[config.mk]
export PLATFORM = sky130hd
export DESIGN_NAME = us_txseq
export DESIGN_NICKNAME = d
export VERILOG_FILES = /design/src/rtl/us_pkg.sv /design/src/rtl/us_carrier.sv /design/src/rtl/us_txseq.sv
export SDC_FILE = /design/constraint.sdc
export NUM_CORES = 1
export LEC_CHECK = 0
export CAP_MARGIN = 20
export CORE_MARGIN = 10
export CORE_UTILIZATION = 40
export DETAILED_ROUTE_END_ITERATION = 10
export MAX_ROUTING_LAYER = met4
export SLEW_MARGIN = 30
export SYNTH_ARGS = -nofsm -noshare
export SYNTH_HDL_FRONTEND = slang
export SYNTH_SLANG_ARGS = --single-unit
export TNS_END_PERCENT = 30
[constraint.sdc]
create_clock -name clock -period 3.3 [get_ports clock]
set_input_delay 0.99 -clock clock [delete_from_list [all_inputs] [get_ports clock]]
set_output_delay 0.99 -clock clock [all_outputs]
set_load 0.02 [all_outputs]
[src/rtl/us_pkg.sv]
// Shared constants and FSM encoding for the ultrasonic transmit sequencer
// and the downstream wind-direction receiver.
package us_pkg;

  localparam int unsigned US_HALFPER = 1250;
  localparam int unsigned US_NPULSES = 8;
  localparam int unsigned US_SMPDIV  = 10;
  localparam int unsigned US_RXLEN   = 2000;
  localparam int unsigned US_GAPLEN  = 100000;
  localparam int unsigned US_NSHOTS  = 4;

  typedef enum logic [1:0] {
    ST_IDLE = 2'd0,
    ST_SHOT = 2'd1,
    ST_GAP  = 2'd2
  } us_state_e;

  // Counter width that never collapses to zero bits.
  function automatic int unsigned us_cntw(input int unsigned v);
    return (v > 1) ? $clog2(v) : 1;
  endfunction

endpackage

[src/rtl/us_carrier.sv]
// Burst carrier: half-period counter plus phase flop; runs a fixed number of
// half-periods after enable rises, then goes quiet until enable drops.
module us_carrier import us_pkg::*; #(
  parameter int unsigned HALFPER = US_HALFPER,
  parameter int unsigned NHALF   = 2 * US_NPULSES
) (
  input  logic i_clk,
  input  logic i_rst,
  input  logic i_en,
  output logic o_active,
  output logic o_phase
);

  localparam int unsigned HW = us_cntw(HALFPER);
  localparam int unsigned NW = $clog2(NHALF + 1);

  logic [HW-1:0] r_hcnt;
  logic [NW-1:0] r_nhalf;
  logic          r_phase;
  logic          w_running;
  logic          w_tc;

  assign w_running = i_en && (r_nhalf != NW'(NHALF));
  assign w_tc      = w_running && (r_hcnt == HW'(HALFPER - 1));

  // Dropping enable re-arms the carrier so the next burst starts high.
  always_ff @(posedge i_clk) begin
    if (i_rst || !i_en) begin
      r_hcnt  <= '0;
      r_nhalf <= '0;
      r_phase <= 1'b1;
    end else if (w_tc) begin
      r_hcnt  <= '0;
      r_nhalf <= r_nhalf + NW'(1);
      r_phase <= ~r_phase;
    end else if (w_running) begin
      r_hcnt  <= r_hcnt + HW'(1);
    end
  end

  assign o_active = w_running;
  assign o_phase  = r_phase;

endmodule

[src/rtl/us_txseq.sv]
// Four-shot ultrasonic measurement sequencer: per shot, one transducer bursts
// while receive-sample strobes are issued; shots are separated by dead time.
module us_txseq import us_pkg::*; #(
  parameter int unsigned HALFPER = US_HALFPER,
  parameter int unsigned NPULSES = US_NPULSES,
  parameter int unsigned SMPDIV  = US_SMPDIV,
  parameter int unsigned RXLEN   = US_RXLEN,
  parameter int unsigned GAPLEN  = US_GAPLEN,
  localparam int unsigned RXW    = us_cntw(RXLEN)
) (
  input  logic           clock,
  input  logic           reset,
  input  logic           start,
  input  logic           abort,
  output logic [3:0]     txp,
  output logic [3:0]     txn,
  output logic           endata,
  output logic [RXW-1:0] rxidx,
  output logic [1:0]     shot,
  output logic           busy,
  output logic           done,
  output us_state_e      state_dbg
);

  localparam int unsigned SUBW = us_cntw(SMPDIV);
  localparam int unsigned GW   = us_cntw(GAPLEN);

  if ((2 * NPULSES * HALFPER > RXLEN * SMPDIV) || (SMPDIV < 2) || (GAPLEN < 1)) begin : g_param_check
    $error("us_txseq: burst longer than shot, SMPDIV < 2 or GAPLEN < 1");
  end

  us_state_e      r_state;
  us_state_e      w_state_nxt;
  logic           r_done;
  logic           w_done_nxt;
  logic [SUBW-1:0] r_sub;
  logic [RXW-1:0] r_smp;
  logic [GW-1:0]  r_gcnt;
  logic [1:0]     r_shot;
  logic           w_smp_tick;
  logic           w_shot_end;
  logic           w_gap_end;
  logic           w_car_active;
  logic           w_car_phase;

  assign w_smp_tick = (r_sub == SUBW'(SMPDIV - 1));
  assign w_shot_end = (r_state == ST_SHOT) && w_smp_tick && (r_smp == RXW'(RXLEN - 1));
  assign w_gap_end  = (r_state == ST_GAP) && (r_gcnt == GW'(GAPLEN - 1));

  always_ff @(posedge clock) begin
    if (reset) begin
      r_state <= ST_IDLE;
      r_done  <= 1'b0;
    end else begin
      r_state <= w_state_nxt;
      r_done  <= w_done_nxt;
    end
  end

  // abort outranks everything but reset, including a same-cycle start.
  always_comb begin
    w_state_nxt = r_state;
    w_done_nxt  = 1'b0;
    if (abort) begin
      w_state_nxt = ST_IDLE;
    end else begin
      case (r_state)
        ST_IDLE: if (start) w_state_nxt = ST_SHOT;
        ST_SHOT: begin
          if (w_shot_end) begin
            if (r_shot == 2'd3) begin
              w_state_nxt = ST_IDLE;
              w_done_nxt  = 1'b1;
            end else begin
              w_state_nxt = ST_GAP;
            end
          end
        end
        ST_GAP:  if (w_gap_end) w_state_nxt = ST_SHOT;
        default: w_state_nxt = ST_IDLE;
      endcase
    end
  end

  // Sample counters hold through GAP so rxidx keeps the last strobe index.
  always_ff @(posedge clock) begin
    if (reset) begin
      r_sub <= '0;
      r_smp <= '0;
    end else if ((r_state == ST_SHOT) && (w_state_nxt == ST_SHOT)) begin
      if (w_smp_tick) begin
        r_sub <= '0;
        r_smp <= r_smp + RXW'(1);
      end else begin
        r_sub <= r_sub + SUBW'(1);
      end
    end else if ((w_state_nxt == ST_SHOT) || (w_state_nxt == ST_IDLE)) begin
      r_sub <= '0;
      r_smp <= '0;
    end
  end

  always_ff @(posedge clock) begin
    if (reset) begin
      r_gcnt <= '0;
      r_shot <= 2'd0;
    end else begin
      if ((r_state == ST_GAP) && (w_state_nxt == ST_GAP)) r_gcnt <= r_gcnt + GW'(1);
      else                                                r_gcnt <= '0;
      if (w_state_nxt == ST_IDLE)                                   r_shot <= 2'd0;
      else if ((r_state == ST_GAP) && (w_state_nxt == ST_SHOT))     r_shot <= r_shot + 2'd1;
    end
  end

  us_carrier #(
    .HALFPER (HALFPER),
    .NHALF   (2 * NPULSES)
  ) u_carrier (
    .i_clk    (clock),
    .i_rst    (reset),
    .i_en     (r_state == ST_SHOT),
    .o_active (w_car_active),
    .o_phase  (w_car_phase)
  );

  always_comb begin
    txp = 4'b0000;
    txn = 4'b0000;
    if (w_car_active) begin
      txp[r_shot] = w_car_phase;
      txn[r_shot] = ~w_car_phase;
    end
  end

  assign endata    = (r_state == ST_SHOT) && (r_sub == '0);
  assign rxidx     = r_smp;
  assign shot      = r_shot;
  assign busy      = (r_state != ST_IDLE);
  assign done      = r_done;
  assign state_dbg = r_state;

endmodule
==> metrics.md <==
| Metric | Value |
|---|---|
| Switching Share | `21.0%` |
| Via count | `2237` |
| Number of buffers created by CTS | `5` |
| Nets | `365` |
| Placed cell areas | `3160 um^2` |
| Initial antenna violation count | `0` |
| Pwr Total | `1.14 mW` |
| Worst Reg-to-Reg Cells | `7` |
| Die height | `103 um` |
| WS Path Type | `reg -> out` |
| Fin Setup TNS | `0 ns` |
| Final Max Slew Viols | `0` |
| Iteration-0 DRC Markers | `94` |
| Final hold violations | `0` |
| First-pass GRT wire length | `9650 um` |
| Vias in the first global route | `2060` |
| Worst-path fanout max | `6` |
| GPL Wtd Cong | `0.845` |
| Status | `completed` |
| Number of synthesized flops with an enable pin | `0` |
| Vias per inst | `5.21` |
| Critical path startpoint category | `flip-flop` |
| Hold Crit Start | `r_gcnt[0]` |
| WHS Endpoint | `r_gcnt[0]` |
| Max-cap viol count | `0` |
| Combinational power share | `4.0%` |
| Core area | `6760 um^2` |
| Sw power | `0.239 mW` |
| Total grt overflow | `0` |
| Reg2reg start | `r_gcnt[0]` |
| Mapped Cells | `313` |
| Drt wl/cell | `13.4 um` |
| All-Layer GR Usage | `11.5%` |
| Register-to-Register Setup Slack | `1.06 ns` |
| Max Clock Freq | `0.312 GHz` |
| Yosys warns | `0` |
| Arr. time, crit path | `2.21 ns` |
| Worst hold slack | `0.447 ns` |
| Maximum clock insertion buffer count | `2` |
| Tmin final | `3.20 ns` |
| Synthesized cell area | `2770 um^2` |
| # rows | `30` |
| Seq cells post-synth | `54` |
| Largest net degree at the start of global routing | `24` |
| Cell-internal power | `0.899 mW` |
| Ys async rst share | `0%` |
| CTS tree | `done` |
| Sequential Power Share | `57.5%` |
| Setup ws final | `0.0989 ns` |
| DRC errors left | `0` |
| DRT Pass-1 Iters | `6` |
| Final Skew | `0.0138 ns` |
| Hold Crit Class | `reg -> reg` |
| Final setup viols | `0` |
| Number of I/O pins | `30` |
| Initial Util | `41.0%` |
| DP Cell Count | `421` |
| Dpl ws | `0.335 ns` |
| RR Endpoint | `r_sub[0]` |
| CTS Root Buffer Type | `clkbuf_8` |
| Clk Latency, worst-skew pair | `0.31 ns` |
| RSZ-0062 raised after global routing | `no` |
| Cell Pwr Density | `346 nW/um^2` |
| Die ar. | `10700 um^2` |
| Antenna Nets Post-Route | `0` |
| CTS clk-pin slew, worst paths | `0.10 ns` |
| CP required | `2.31 ns` |
| Relative slew slack | `45.6%` |
| Syn_area_per_cell | `8.85 um^2` |
| Post-Synthesis Net Count | `330` |
| Fin cells | `429` |
| CTS Hold Bufs | `0` |
| Worst Setup End Kind | `primary output` |
| CTS Sinks | `54` |
| Share of layout cells above drive strength 1 | `8.02%` |
| N_diodes | `0` |
| Core Util, Final | `48.6%` |
| Slew @ Worst Pin | `0.812 ns` |
| Hold path depth | `1` |
| WL final | `5740 um` |
| H-tree levels | `2` |
| # port buffers | `29` |
| Final instance area | `3290 um^2` |
| Detailed placer's ending HPWL | `4230 um` |
| Leak | `1.12 nW` |
| Clk network pwr share | `38.5%` |
| Maximum VDD drop | `0.240 mV` |
| Final critical-path share of the clock period | `97.0%` |
| Chip width | `103 um` |
| Layout area overhead | `18.6%` |
| Top FF cell, synth | `dfxtp_1` |
| Synth cell types | `51` |
| Sequential area share after synthesis | `39.0%` |
==> power groups by stage <==
stage,Sequential (mW),Clock [mW],Combinational (mW)
finish,0.654,0.438,0.0456
global route,0.655,0.471,0.0498
CTS,0.654,0.453,0.0458
detailed placement,0.669,0,0.0454
global placement,0.669,0,0.0451
floorplan,0.671,0,0.0240
==> cells in the final DEF, fill, tap and decap left out, drive strengths merged, types with 11 or more instances in the layout <==
| master | count |
|---|---|
| dfxtp | 54 |
| nor2 | 50 |
| clkdlybuf4s50 | 25 |
| nand2 | 17 |
| xor2 | 16 |
| a21oi | 15 |
| nand3 | 14 |
| xnor2 | 14 |
| ha | 13 |
| nand4 | 12 |
| inv | 11 |
==> cell type report <==
type,instances,area (um^2)
clock inverter,1,30.0
sequential,54,1080
tap,80,100
multi-input combinational,239,1600
inverter,11,41.3
fill,644,3470
clock buffer,7,76.3
timing repair buffer,37,360
==> cell usage after synthesis (all sizes together) (3+ instances only) <==
cell | count | area, um^2
o21ai | 5 | 25.0
nor2b | 4 | 25.0
buf | 5 | 43.8
nand2 | 17 | 63.8
or3 | 3 | 18.8
o31ai | 8 | 60.1
nor4 | 5 | 61.3
nand4 | 12 | 81.3
or4 | 10 | 75.1
and2 | 7 | 45.1
and4 | 4 | 35.0
a211oi | 3 | 27.5
a21oi | 15 | 75.1
nor3 | 4 | 20.0
nand3b | 3 | 22.5
dfxtp | 54 | 1080
xor2 | 16 | 140
and3 | 6 | 37.5
nand2b | 5 | 31.3
xnor2 | 14 | 123
clkbuf | 4 | 15.0
ha | 13 | 163
inv | 11 | 41.3
nand3 | 14 | 70.1
nor2 | 50 | 188
==> routing by layer <==
metal	track usage [%]	vias to the layer above	wire (um)
li1	-	1183	-
met2	17.5	28	2540
met4	5.45	0	112
met5	-	-	0
met1	14.4	1019	2870
met3	2.33	7	215
==> cell families after synthesis <==
logic type | share of synthesized area, %
compound gates | 9.76
fa+ha+maj | 5.87
xor+xnor | 9.49
flops | 39.0
simple gates | 32.2
buf+inv | 3.61
==> sequential cells by signal, indices dropped and copies added, names as in the netlist <==
| register | count |
|---|---|
| done | 1 |
| r_gcnt | 17 |
| r_sub | 4 |
| rxidx | 11 |
| shot | 2 |
| state_dbg | 2 |
| u_carrier.o_phase | 1 |
| u_carrier.r_hcnt | 11 |
| u_carrier.r_nhalf | 5 |
==> critical path: stages, from the launching register on <==
cell and delay, ns:
dfxtp_1 0.39, inv_1 0.07, ha_1 0.20, and4bb_2 0.27, nor2_2 0.18, and3_1 0.18, clkdlybuf4s50_1 0.61
==> how the worst max path moves through the flow <==
| stage | from | endpoint | slack [ns] | depth (start not counted) |
|---|---|---|---|---|
| after floorplan | u_carrier.r_nhalf[0] | txp[0] | 0.67 | 6 |
| after global placement | u_carrier.r_nhalf[0] | txp[2] | 0.40 | 6 |
| after detailed placement | u_carrier.r_nhalf[0] | txp[2] | 0.33 | 6 |
| after CTS | u_carrier.r_nhalf[0] | txp[2] | 0.05 | 6 |
| after global routing | u_carrier.r_nhalf[0] | txp[1] | 0.0009 | 6 |
| final | u_carrier.r_nhalf[0] | txp[3] | 0.1 | 6 |
==> timing repair <==
item	4_1_cts	5_1_grt
endpoints found under the hold margin	0	0
setup endpoints to repair	3	4
pin swaps	0	0
buffers inserted	0	0
gates resized for setup	2	4
Note: power is estimated with default switching activity, not from simulation.
